<file path="src/rtl/ex6_out_monitor.sv">
// Run-length encoder and trace FIFO for the ex6 controller's y1..y8 output word.
// Optional legal-output checking is enabled with `define EX6MON_LEGAL_CHECK_EN.
module ex6_out_monitor #(
  parameter int unsigned DEPTH  = 8,
  parameter int unsigned LEN_W  = 8,
  parameter int unsigned DROP_W = 8
) (
  input  logic                     clk,
  input  logic                     rst,
  input  logic                     y1,
  input  logic                     y2,
  input  logic                     y3,
  input  logic                     y4,
  input  logic                     y5,
  input  logic                     y6,
  input  logic                     y7,
  input  logic                     y8,
  input  logic                     flush,
  input  logic                     out_ready,
  output logic                     out_valid,
  output logic [7:0]               out_word,
  output logic [LEN_W-1:0]         out_len,
  output logic [$clog2(DEPTH):0]   fifo_count,
  output logic [DROP_W-1:0]        drop_cnt,
  output logic                     overflow,
  output logic                     illegal
);

  localparam int unsigned PtrW = $clog2(DEPTH);
  localparam int unsigned CntW = PtrW + 1;
  localparam int unsigned RecW = 8 + LEN_W;
  localparam logic [LEN_W-1:0]  LenMax  = {LEN_W{1'b1}};
  localparam logic [DROP_W-1:0] DropMax = {DROP_W{1'b1}};

  typedef enum logic {StUnprimed, StTrack} state_e;

  logic [7:0] w;
  assign w = {y8, y7, y6, y5, y4, y3, y2, y1};

  state_e             state_q, state_d;
  logic [7:0]         prev_q, prev_d;
  logic [LEN_W-1:0]   run_q, run_d;
  logic               push;

  logic [RecW-1:0]    mem_q [DEPTH];
  logic [PtrW-1:0]    wr_ptr_q, rd_ptr_q;
  logic [CntW-1:0]    count_q, count_d;
  logic [DROP_W-1:0]  drop_q;
  logic               ovf_q;
  logic               full, pop, wr_en, drop;

  always_comb begin
    state_d = state_q;
    prev_d  = prev_q;
    run_d   = run_q;
    push    = 1'b0;
    unique case (state_q)
      StUnprimed: begin
        prev_d  = w;
        run_d   = LEN_W'(1);
        state_d = StTrack;
      end
      StTrack: begin
        // A change and a flush on the same edge close the run only once.
        if ((w != prev_q) || flush) begin
          push   = 1'b1;
          prev_d = w;
          run_d  = LEN_W'(1);
        end else if (run_q != LenMax) begin
          run_d = run_q + LEN_W'(1);
        end
      end
    endcase
  end

  assign full  = (count_q == CntW'(DEPTH));
  assign pop   = out_valid && out_ready;
  assign wr_en = push && (!full || pop);
  assign drop  = push && full && !pop;

  always_comb begin
    count_d = count_q;
    if (wr_en && !pop) begin
      count_d = count_q + CntW'(1);
    end else if (!wr_en && pop) begin
      count_d = count_q - CntW'(1);
    end
  end

  always_ff @(posedge clk) begin
    if (!rst) begin
      state_q  <= StUnprimed;
      prev_q   <= '0;
      run_q    <= '0;
      wr_ptr_q <= '0;
      rd_ptr_q <= '0;
      count_q  <= '0;
      drop_q   <= '0;
      ovf_q    <= 1'b0;
    end else begin
      state_q <= state_d;
      prev_q  <= prev_d;
      run_q   <= run_d;
      count_q <= count_d;
      if (wr_en) begin
        wr_ptr_q <= wr_ptr_q + PtrW'(1);
      end
      if (pop) begin
        rd_ptr_q <= rd_ptr_q + PtrW'(1);
      end
      if (drop) begin
        ovf_q <= 1'b1;
        if (drop_q != DropMax) begin
          drop_q <= drop_q + DROP_W'(1);
        end
      end
    end
  end

  // Storage needs no reset: occupancy gates everything read from it.
  always_ff @(posedge clk) begin
    if (rst && wr_en) begin
      mem_q[wr_ptr_q] <= {prev_q, run_q};
    end
  end

  assign out_valid  = (count_q != '0);
  assign out_word   = out_valid ? mem_q[rd_ptr_q][RecW-1:LEN_W] : 8'h00;
  assign out_len    = out_valid ? mem_q[rd_ptr_q][LEN_W-1:0] : '0;
  assign fifo_count = count_q;
  assign drop_cnt   = drop_q;
  assign overflow   = ovf_q;

`ifdef EX6MON_LEGAL_CHECK_EN
  logic illegal_q;
  logic w_legal;

  always_comb begin
    w_legal = 1'b0;
    case (w)
      8'h00, 8'h03, 8'h0B, 8'h14, 8'h1C, 8'h1D, 8'h21,
      8'h70, 8'h83, 8'h94, 8'h9D, 8'hA4, 8'hAC: w_legal = 1'b1;
      default: w_legal = 1'b0;
    endcase
  end

  always_ff @(posedge clk) begin
    if (!rst) begin
      illegal_q <= 1'b0;
    end else if (!w_legal) begin
      illegal_q <= 1'b1;
    end
  end

  assign illegal = illegal_q;
`else
  assign illegal = 1'b0;
`endif

endmodule

</file>
<file path="config.mk">
export PLATFORM = sky130hd
export DESIGN_NAME = ex6_out_monitor
export DESIGN_NICKNAME = d
export VERILOG_FILES = /design/src/rtl/ex6_out_monitor.sv
export SDC_FILE = /design/constraint.sdc
export NUM_CORES = 1
export LEC_CHECK = 0
export ABC_AREA = 1
export CORE_ASPECT_RATIO = 1.75
export CORE_MARGIN = 2
export CORE_UTILIZATION = 46
export DETAILED_ROUTE_END_ITERATION = 8
export PLACE_DENSITY = 0.75
export SYNTH_ARGS = -nofsm -noshare
export SYNTH_HDL_FRONTEND = slang
export SYNTH_SLANG_ARGS = --single-unit
export TNS_END_PERCENT = 1
</file>
<file path="constraint.sdc">
create_clock -name clk -period 4.3 [get_ports clk]
set_input_delay 1.29 -clock clk [delete_from_list [all_inputs] [get_ports clk]]
set_output_delay 1.29 -clock clk [all_outputs]
set_load 0.005 [all_outputs]
</file>
======== Word-level counts from Yosys, hierarchy flattened ========
Memory sizes are Yosys's and may differ from the RTL's. A register that Yosys moved wholly into a read port is not among the register bits.
Index checks and enable logic that the tools add are counted.
operators by class
  equality and inequality tests ........... 6
  bitwise operators ....................... 1
  add/subtract/negate cells ............... 6
  reductions and logical operators ........ 15
  muxes and demuxes ....................... 16
operators by type and width
  operator                                                             number
  8-bit 2-to-1 mux                                                     5
  8-bit case mux with 2 select lines                                   2
  8-bit by 1-bit adder with 8-bit output (second input constant)       2
  8-bit != test (second input constant)                                2
  4-bit 2-to-1 mux                                                     2
  8-bit != test                                                        1
  1-bit logical AND                                                    7
  3-bit by 1-bit adder with 3-bit output (second input constant)       2
  3-bit 2-to-1 mux                                                     2
  1-bit 2-to-1 mux                                                     5
  4-bit by 1-bit adder with 4-bit output (second input constant)       1
  4-bit == test (second input constant)                                1
  4-bit nonzero test                                                   1
  4-bit by 1-bit subtractor with 4-bit output (second input constant)  1
  1-bit zero test                                                      3
  3-bit by 1-bit != test with 1-bit output (second input constant)     1
  1-bit logical OR                                                     2
  2-bit by 1-bit != test with 1-bit output (second input constant)     1
  2-bit AND reduction                                                  1
  2-bit nonzero test                                                   1
  1-bit inverter                                                       1
storage, ports and cells
  flip-flop bits (word level) ............. 36
  input bits .............................. 12
  word-level logic and storage cells ...... 53
  memories kept ........................... 1
  output and inout bits ................... 31
  RAM bits ................................ 128
memories
  memory  words  width  read ports  clocked after Yosys merged registers in  wr ports  line  RTL
  mem_q   8      16     1           1                                        1         45    logic [RecW-1:0] mem_q [DEPTH];

======== Logic depth before layout (Yosys ltp) ========
Gate-level depths: netlist of run 1.
  word-level depth ........................ 9
  mapped depth ............................ 18

======== Worst setup path after synthesis of run 1 ========
Ideal clock, no wire load.
  kind .................................... input to register
  start point ............................. input y3
  end point ............................... memory mem_q[4][0] (netlist name) (enable)
  data arrival time ....................... 3.115 ns
  stages on the path ...................... 9
  setup time .............................. 0.409 ns
  slack ................................... 0.775 ns
  cells stage by stage .................... inv_1 > nand2_1 > nand2_1 > nor2_4 > nand3_4 > nor2_8 > nor3_4 > nand2_2 > nor3_1
between the ends
  cells in the longest elaborated chain, start to end .. 8
ends and longest elaborated chain
  what                                    line  RTL
  from (decl)                             12    input logic y3,
  8-bit != test                           65    if ((w != prev_q) || flush) begin
  1-bit logical OR                        65
  1-bit 2-to-1 mux                        65
  1-bit 2-to-1 mux                        57    unique case (state_q)
  1-bit logical AND                       78    assign wr_en = push && (!full || pop);
  1-bit logical AND                       122   if (rst && wr_en) begin
  1-bit 2-to-1 mux                        122
  1-bit 2-to-1 mux (implied by the code)  123   mem_q[wr_ptr_q] <= {prev_q, run_q};
  to (decl)                               45
Every way passes these cells.

======== Worst setup path in the final report of run 1 ========
  start point ............................. register count_q[0], in the netlist fifo_count[0]
  end point ............................... output out_len[4]
between the ends
  cells in the longest elaborated chain, start to end .. 2
ends and longest elaborated chain
  what                    line  RTL
  from (decl)             47    logic [CntW-1:0] count_q, count_d;
  from (signal assigned)  104   count_q <= count_d;
  4-bit nonzero test      127   assign out_valid = (count_q != '0);
  8-bit 2-to-1 mux        129   assign out_len = out_valid ? mem_q[rd_ptr_q][LEN_W-1:0] : '0;
  to (decl)               22    output logic [LEN_W-1:0] out_len,
Every way passes these cells.

==> impl_metrics.py, run 1 <==
metrics = {
    "yosys": {
        "syn-num-nets": 662,
        "synthesis.area_um2": 7068,
        "synth-seq-cells": 167,
        "synthFlopType": "edfxtp_1",
        "yosysSeqAreaShare_pct": 65.43,
        "async_flop_share_pct": 0,
        "synth.avg_cell_area_um2": 11.01,
        "synth_enable_flop_cells": 128,
        "synth_cell_type_count": 41,
        "yosysWarnings": 0,
        "synth_cells": 642,
    },
    "detailed_routing": {
        "route.met3.wl_um": 616,
        "vias": 4936,
        "wl_met2_um": 8661,
        "viasPerCell": 5.527,
        "totalWireLength_um": 15360,
        "ant_nets": 0,
        "wl_per_cell_um": 17.20,
        "drc_errors": 0,
        "drt_iter0_drc": 382,
        "top_layer_used": "met4",
        "wl_met1_um": 5756,
        "first_pass_iters": 4,
    },
    "timing": {
        "setup_violations": 0,
        "fin_skew_ns": 0.008709,
        "timing.fmax_mhz": 252.8,
        "slew_headroom_pct": 59.57,
        "tightest_slew_ns": 0.6058,
        "hold_viol": 0,
        "finalSetupTns_ns": 0,
        "slew_viol_final": 0,
        "finalCritPeriodShare_pct": 91.99,
        "layout_min_cycle_time_ns": 3.956,
        "rsz0062_at_grt": "no",
    },
    "cts": {
        "post_cts_buffers": 0,
        "ctsHoldBuffers": 0,
        "cts-htree-levels": 4,
        "cts.clk_slew.worst_paths_ns": 0.06,
        "post_cts_resized": 0,
        "clockBufferDepth": 2,
        "cts_made_buffers": 17,
        "clk_latency_ns": 0.42,
        "cts_sinks": 167,
        "cts_root_buf": "clkbuf_16",
        "cts_tree": "built",
    },
    "die": {
        "die-area_um2": 16410,
        "pin_count": 43,
        "initial_utilization_pct": 46.38,
        "die_y_um": 168.0,
        "fp.dieW_um": 97.70,
        "num_rows": 60,
        "coreArea_um2": 15240,
    },
    "setup_path": {
        "cp_max_fo": 17,
        "path_delay_family": "buffers and inverters",
        "cp-start-kind": "flop",
        "rr_worst_depth": 18,
        "max_stage_delay_ns": 0.53,
        "cp.depth": 7,
        "crit_path_end_kind": "output port",
        "startpoint": "fifo_count[0]",
        "criticalPathCategory": "reg2out",
        "cp_cell_sequence": "nor2_2, nand2_2, nor2_1, inv_1, o21ai_0, a31oi_1, clkdlybuf4s50_1",
        "crit_end": "out_len[4]",
        "cp_slowest_cell": "clkdlybuf4s50_1",
        "r2r-start": "prev_q[7]",
        "required_ns": 3.01,
        "arrival_ns": 2.67,
        "critPathBufInv": 2,
        "rrSetupSlack_ns": 1.62,
        "r2r-end": "fifo_count[3]",
    },
    "global_route": {
        "grt_pass1_wl_um": 24530,
        "overflow": 0,
        "grt_pass1_vias": 4827,
        "grt_max_degree": 37,
        "grt_util_all_layers_pct": 19.23,
        "antenna_found_initial": 0,
    },
    "layout": {
        "final_area_um2": 8332,
        "drive_gt1_share_pct": 14.00,
        "final_nets": 714,
        "antenna_cells": 0,
        "final_util_pct": 54.67,
        "stdcell_count": 893,
        "fillerInstances": 1235,
        "seq_area_um2": 4626,
        "multi_input_area_um2": 2130,
        "syn_to_final_growth_pct": 17.88,
    },
    "place": {
        "place_area_um2": 7749,
        "portBuffers": 41,
        "place_congestion": 0.8563,
        "dp_hpwl_um": 9827,
        "dp_cells": 861,
    },
    "power": {
        "max-vdd-ir-drop_v": 0.0003351,
        "power.leakage_uw": 0.002989,
        "pwr_density_cell_nw_per_um2": 548.8,
    },
    "flow_run": {
        "drv_cap": 0,
    },
    "min_path": {
        "worstHoldPathType": "reg2reg",
    },
    "status": {
        "status": "complete, no violations",
    },
}
worst reg2reg max path: cells and delay by family, from the launching register on:
| family | cells | cell delay, ns |
|---|---|---|
| AO/OA/AOI/OAI | 3 | 0.35 |
| adder cells (fa/ha/maj) | 2 | 0.45 |
| flip-flops | 1 | 0.58 |
| AND/OR/NAND/NOR | 11 | 0.97 |
| buffers and inverters | 2 | 0.24 |
cells by family (layout without fill, tap and decap cells):
kind of cell    after synthesis  count (layout)  share of synthesized area, %
simple gates                228             228                         15.38
flops                       167             167                         65.43
xor+xnor                     10              10                         1.239
buf+inv                      81             146                         4.726
other cells                   1               1                       0.05306
compound gates              147             147                         11.65
fa+ha+maj                     8               8                         1.522
cell type report:
type,instances,share of cell area (%)
Clock buffer,17,5.106
Clock inverter,15,1.892
Inverter,53,2.403
Multi-Input combinational cell,394,25.56
Sequential cell,167,55.52
Tap cell,186,2.793
Timing Repair Buffer,61,6.728
power by group:
| group | switching [uW] | internal, uW |
|---|---|---|
| Clock | 669 | 825 |
| Sequential | 60.9 | 1790 |
| Combinational | 689 | 536 |
| Total | 1420 | 3150 |
worst min path at each step:
stage	from	to	slack (ns)	depth (start not counted)
floorplan	rd_ptr_q[2]	flop	0.43	2
global placement	overflow	overflow	0.44	2
detailed placement	overflow	overflow	0.44	2
CTS	overflow	overflow	0.46	2
global route	overflow	overflow	0.49	2
finish	overflow	overflow	0.45	2
flip-flops by register name, summed over array words and instances, names as in the netlist, named ones only:
name,cells
drop_cnt,8
rd_ptr_q,3
prev_q,8
overflow,1
state_q,1
wr_ptr_q,3
mem_q,128
fifo_count,4
run_q,8
Yosys cell counts (6+ instances only):
cell,n,area share (%)
edfxtp_1,128,54
nor2_1,116,6.2
o21ai_0,80,5.7
nand2_1,56,3.0
inv_1,48,2.5
dfxtp_1,39,11
a21oi_1,18,1.3
a31oi_1,16,1.4
o22ai_1,16,1.4
clkbuf_1,14,0.74
buf_2,10,0.71
nand2_2,10,0.89
nand3_1,10,0.71
nand4_1,9,0.80
ha_1,7,1.2
nor3_1,6,0.42
o21ai_1,6,0.42
xor2_1,6,0.74
through the flow:
step	setup WS, ns	hold WS, ns	total power, uW
3_5_place_dp	0.3847	0.4431	3119
4_1_cts	0.3278	0.4559	4601
3_3_place_gp	0.4966	0.4372	3072
2_1_floorplan	0.7754	0.4334	2567
5_1_grt	0.2498	0.4861	4797
6_report	0.3444	0.4544	4573
routing by layer:
| metal | vias up | global-route usage (%) |
|---|---|---|
| met5 | - | 0 |
| met4 | 0 | 7.367 |
| met3 | 24 | 3.653 |
| met2 | 148 | 36.64 |
| met1 | 2418 | 20.71 |
| li1 | 2346 | - |
cell usage in the layout, fill, tap and decap left out, types with 2 or more instances in the layout:
cell,instances
xor2_1,6
inv_2,4
inv_6,5
nor2_1,116
nor3_1,2
nand2_2,10
clkinvlp_4,3
clkdlybuf4s50_1,41
edfxtp_1,128
nor2_4,4
inv_8,5
a211oi_2,2
dfxtp_1,38
a21oi_2,5
nand3_2,5
buf_4,20
nor3_2,4
clkbuf_16,17
nand3_1,10
a21oi_1,18
clkinv_2,2
o21ai_0,80
nor2_2,4
nand2_1,56
xnor2_1,4
inv_1,48
nor3_4,2
a31oi_1,16
o21ai_1,6
nand4_1,9
nand3_4,2
ha_1,7
o22ai_1,16
No activity file was read; power rests on OpenSTA's default activity.
==> run 2: changes to the inputs <==
--- a/config.mk
+++ b/config.mk
@@ -6,6 +6,7 @@
 export NUM_CORES = 1
 export LEC_CHECK = 0
 export ABC_AREA = 1
+export CAP_MARGIN = 20
 export CORE_ASPECT_RATIO = 1.75
 export CORE_MARGIN = 2
 export CORE_UTILIZATION = 46
==> results of run 2 <==
No change in the layout: final DEF, timing and power equal those of run 1.
==> run 3: changes to the inputs <==
--- a/config.mk
+++ b/config.mk
@@ -6,12 +6,12 @@
 export NUM_CORES = 1
 export LEC_CHECK = 0
 export ABC_AREA = 1
-export CAP_MARGIN = 20
 export CORE_ASPECT_RATIO = 1.75
 export CORE_MARGIN = 2
 export CORE_UTILIZATION = 46
 export DETAILED_ROUTE_END_ITERATION = 8
-export PLACE_DENSITY = 0.75
+export DONT_BUFFER_PORTS = 1
+export PLACE_DENSITY = 0.72
 export SYNTH_ARGS = -nofsm -noshare
 export SYNTH_HDL_FRONTEND = slang
 export SYNTH_SLANG_ARGS = --single-unit
==> run 3 against run 2 <==
Net effect:
- register-to-register slack improved by 0.02 ns
- non-clock buffer count decreased by 48
- setup slack improved by 0.37 ns
- critical path depth down 1
- maximum frequency is 10% higher
- final cell count down 5.4%
- design area shrank 4.9%
- flip-flop and latch count unchanged
==> impl_metrics.py, run 3 (synthesis results as in run 1) <==
metrics = {
    "timing": {
        "timing.fmax_mhz": 279.2,
        "slew_headroom_pct": 46.90,
        "setup_violations": 0,
        "slew_viol_final": 0,
        "layout_min_cycle_time_ns": 3.582,
        "fin_skew_ns": 0.008063,
        "tightest_slew_ns": 0.7953,
        "rsz0062_at_grt": "no",
        "hold_viol": 0,
        "finalCritPeriodShare_pct": 83.30,
        "finalSetupTns_ns": 0,
    },
    "die": {
        "num_rows": 60,
        "die_y_um": 168.0,
        "die-area_um2": 16410,
        "coreArea_um2": 15240,
        "initial_utilization_pct": 46.38,
        "pin_count": 43,
        "fp.dieW_um": 97.70,
    },
    "detailed_routing": {
        "vias": 4672,
        "ant_nets": 0,
        "viasPerCell": 5.529,
        "drt_iter0_drc": 346,
        "first_pass_iters": 5,
        "drc_errors": 0,
        "totalWireLength_um": 15240,
        "wl_per_cell_um": 18.03,
    },
    "status": {
        "status": "complete, no violations",
    },
    "power": {
        "p_switching_uw": 1375,
        "pwr_density_cell_nw_per_um2": 554.9,
        "comb_power_share_pct": 21.2,
        "power.leakage_uw": 0.002834,
        "power_frac_seq_pct": 42.3,
        "max-vdd-ir-drop_v": 0.0004744,
        "p_sw_share_pct": 31.28,
        "clockPowerShare_pct": 36.5,
        "p_int_uw": 3021,
        "p_total_uw": 4395,
    },
    "cts": {
        "cts_tree": "built",
        "cts.clk_slew.worst_paths_ns": 0.06,
        "cts_root_buf": "clkbuf_16",
        "clk_latency_ns": 0.42,
        "clockBufferDepth": 2,
        "post_cts_resized": 0,
        "post_cts_buffers": 0,
        "cts_sinks": 167,
        "cts_made_buffers": 17,
        "ctsHoldBuffers": 0,
        "cts-htree-levels": 4,
    },
    "global_route": {
        "antenna_found_initial": 0,
        "grt_pass1_vias": 4741,
        "grt_pass1_wl_um": 24470,
        "overflow": 0,
        "grt_util_all_layers_pct": 19.18,
        "grt_max_degree": 65,
    },
    "layout": {
        "final_area_um2": 7921,
        "syn_to_final_growth_pct": 12.07,
        "largest_reg_flops": 128,
        "fillerInstances": 1294,
        "antenna_cells": 0,
        "final_cell_mix": "128 x edfxtp_1, 116 x nor2_1, 80 x o21ai_0, 56 x nand2_1, 48 x inv_1",
        "drive_gt1_share_pct": 13.81,
        "layout_commonest_cell": "edfxtp_1",
        "final_nets": 666,
        "largest-register": "mem_q",
    },
    "place": {
        "place_congestion": 0.7873,
        "place_area_um2": 7286,
        "dp_hpwl_um": 9583,
        "portBuffers": 0,
    },
    "setup_path": {
        "cp_max_fo": 17,
        "cp_cell_sequence": "nor2_2, nand2_2, nor2_1, inv_1, o21ai_0, a31oi_1",
        "cp_slowest_cell": "inv_1",
        "required_ns": 3.01,
        "crit_path_end_kind": "output port",
        "arrival_ns": 2.29,
        "cp-start-kind": "flop",
        "max_stage_delay_ns": 0.50,
        "criticalPathCategory": "reg2out",
    },
    "min_path": {
        "worstHoldPathType": "reg2reg",
    },
    "flow_run": {
        "drv_cap": 0,
    },
}
-- run 3: routing by layer --
metal	global-route usage, %	vias up	part of all wire (%)
met1	20.23	2255	37
li1	-	2248	-
met3	3.944	34	4.0
met5	0	-	0
met4	7.186	0	2.4
met2	36.88	135	57
-- run 3: cell type report --
type / count / area, um^2 / share of cell area (%)
clock buffers: 18 / 429.2 / 5.418
clock inverters: 14 / 206.4 / 2.606
inverters: 53 / 200.2 / 2.527
multi-input cells: 394 / 2130 / 26.88
flip-flops and latches: 167 / 4626 / 58.40
well taps: 186 / 232.7 / 2.938
repair buffers: 13 / 97.59 / 1.232
-- run 3: critical path: cells and delay by family (launching register included) --
family                 cells  cell delay (ns)
AND/OR/NAND/NOR            3             0.26
buffers and inverters      1             0.50
flip-flops                 1             0.47
AO/OA/AOI/OAI              2             0.64
-- run 3: final timing paths --
kind / cells past startpoint / end / from / slack, ns
min reg2reg: 2 / rd_ptr_q[2] / rd_ptr_q[2] / 0.47
max reg2reg: 18 / fifo_count[3] / prev_q[7] / 1.64
max: 6 / out_word[5] / fifo_count[0] / 0.72
min: 2 / rd_ptr_q[2] / rd_ptr_q[2] / 0.47
-- run 3: power by group through the flow --
| stage | logic (uW) | clock network (uW) | registers [uW] |
|---|---|---|---|
| 2_1_floorplan | 693 | 0 | 1870 |
| 3_3_place_gp | 904 | 0 | 1890 |
| 3_5_place_dp | 938 | 0 | 1890 |
| 4_1_cts | 943 | 1630 | 1860 |
| 5_1_grt | 1060 | 1690 | 1870 |
| 6_report | 933 | 1600 | 1860 |
-- run 3: metrics by stage --
stage	utilization [%]	hold WS, ns	setup WS [ns]	cells
2_1_floorplan	-	0.4334	0.7754	642
3_5_place_dp	47.81	0.4589	0.8974	813
5_1_grt	51.98	0.5012	0.6075	845
6_report	51.98	0.4692	0.7181	845
4_1_cts	51.98	0.4681	0.6874	845
3_3_place_gp	47.81	0.4492	0.9761	813
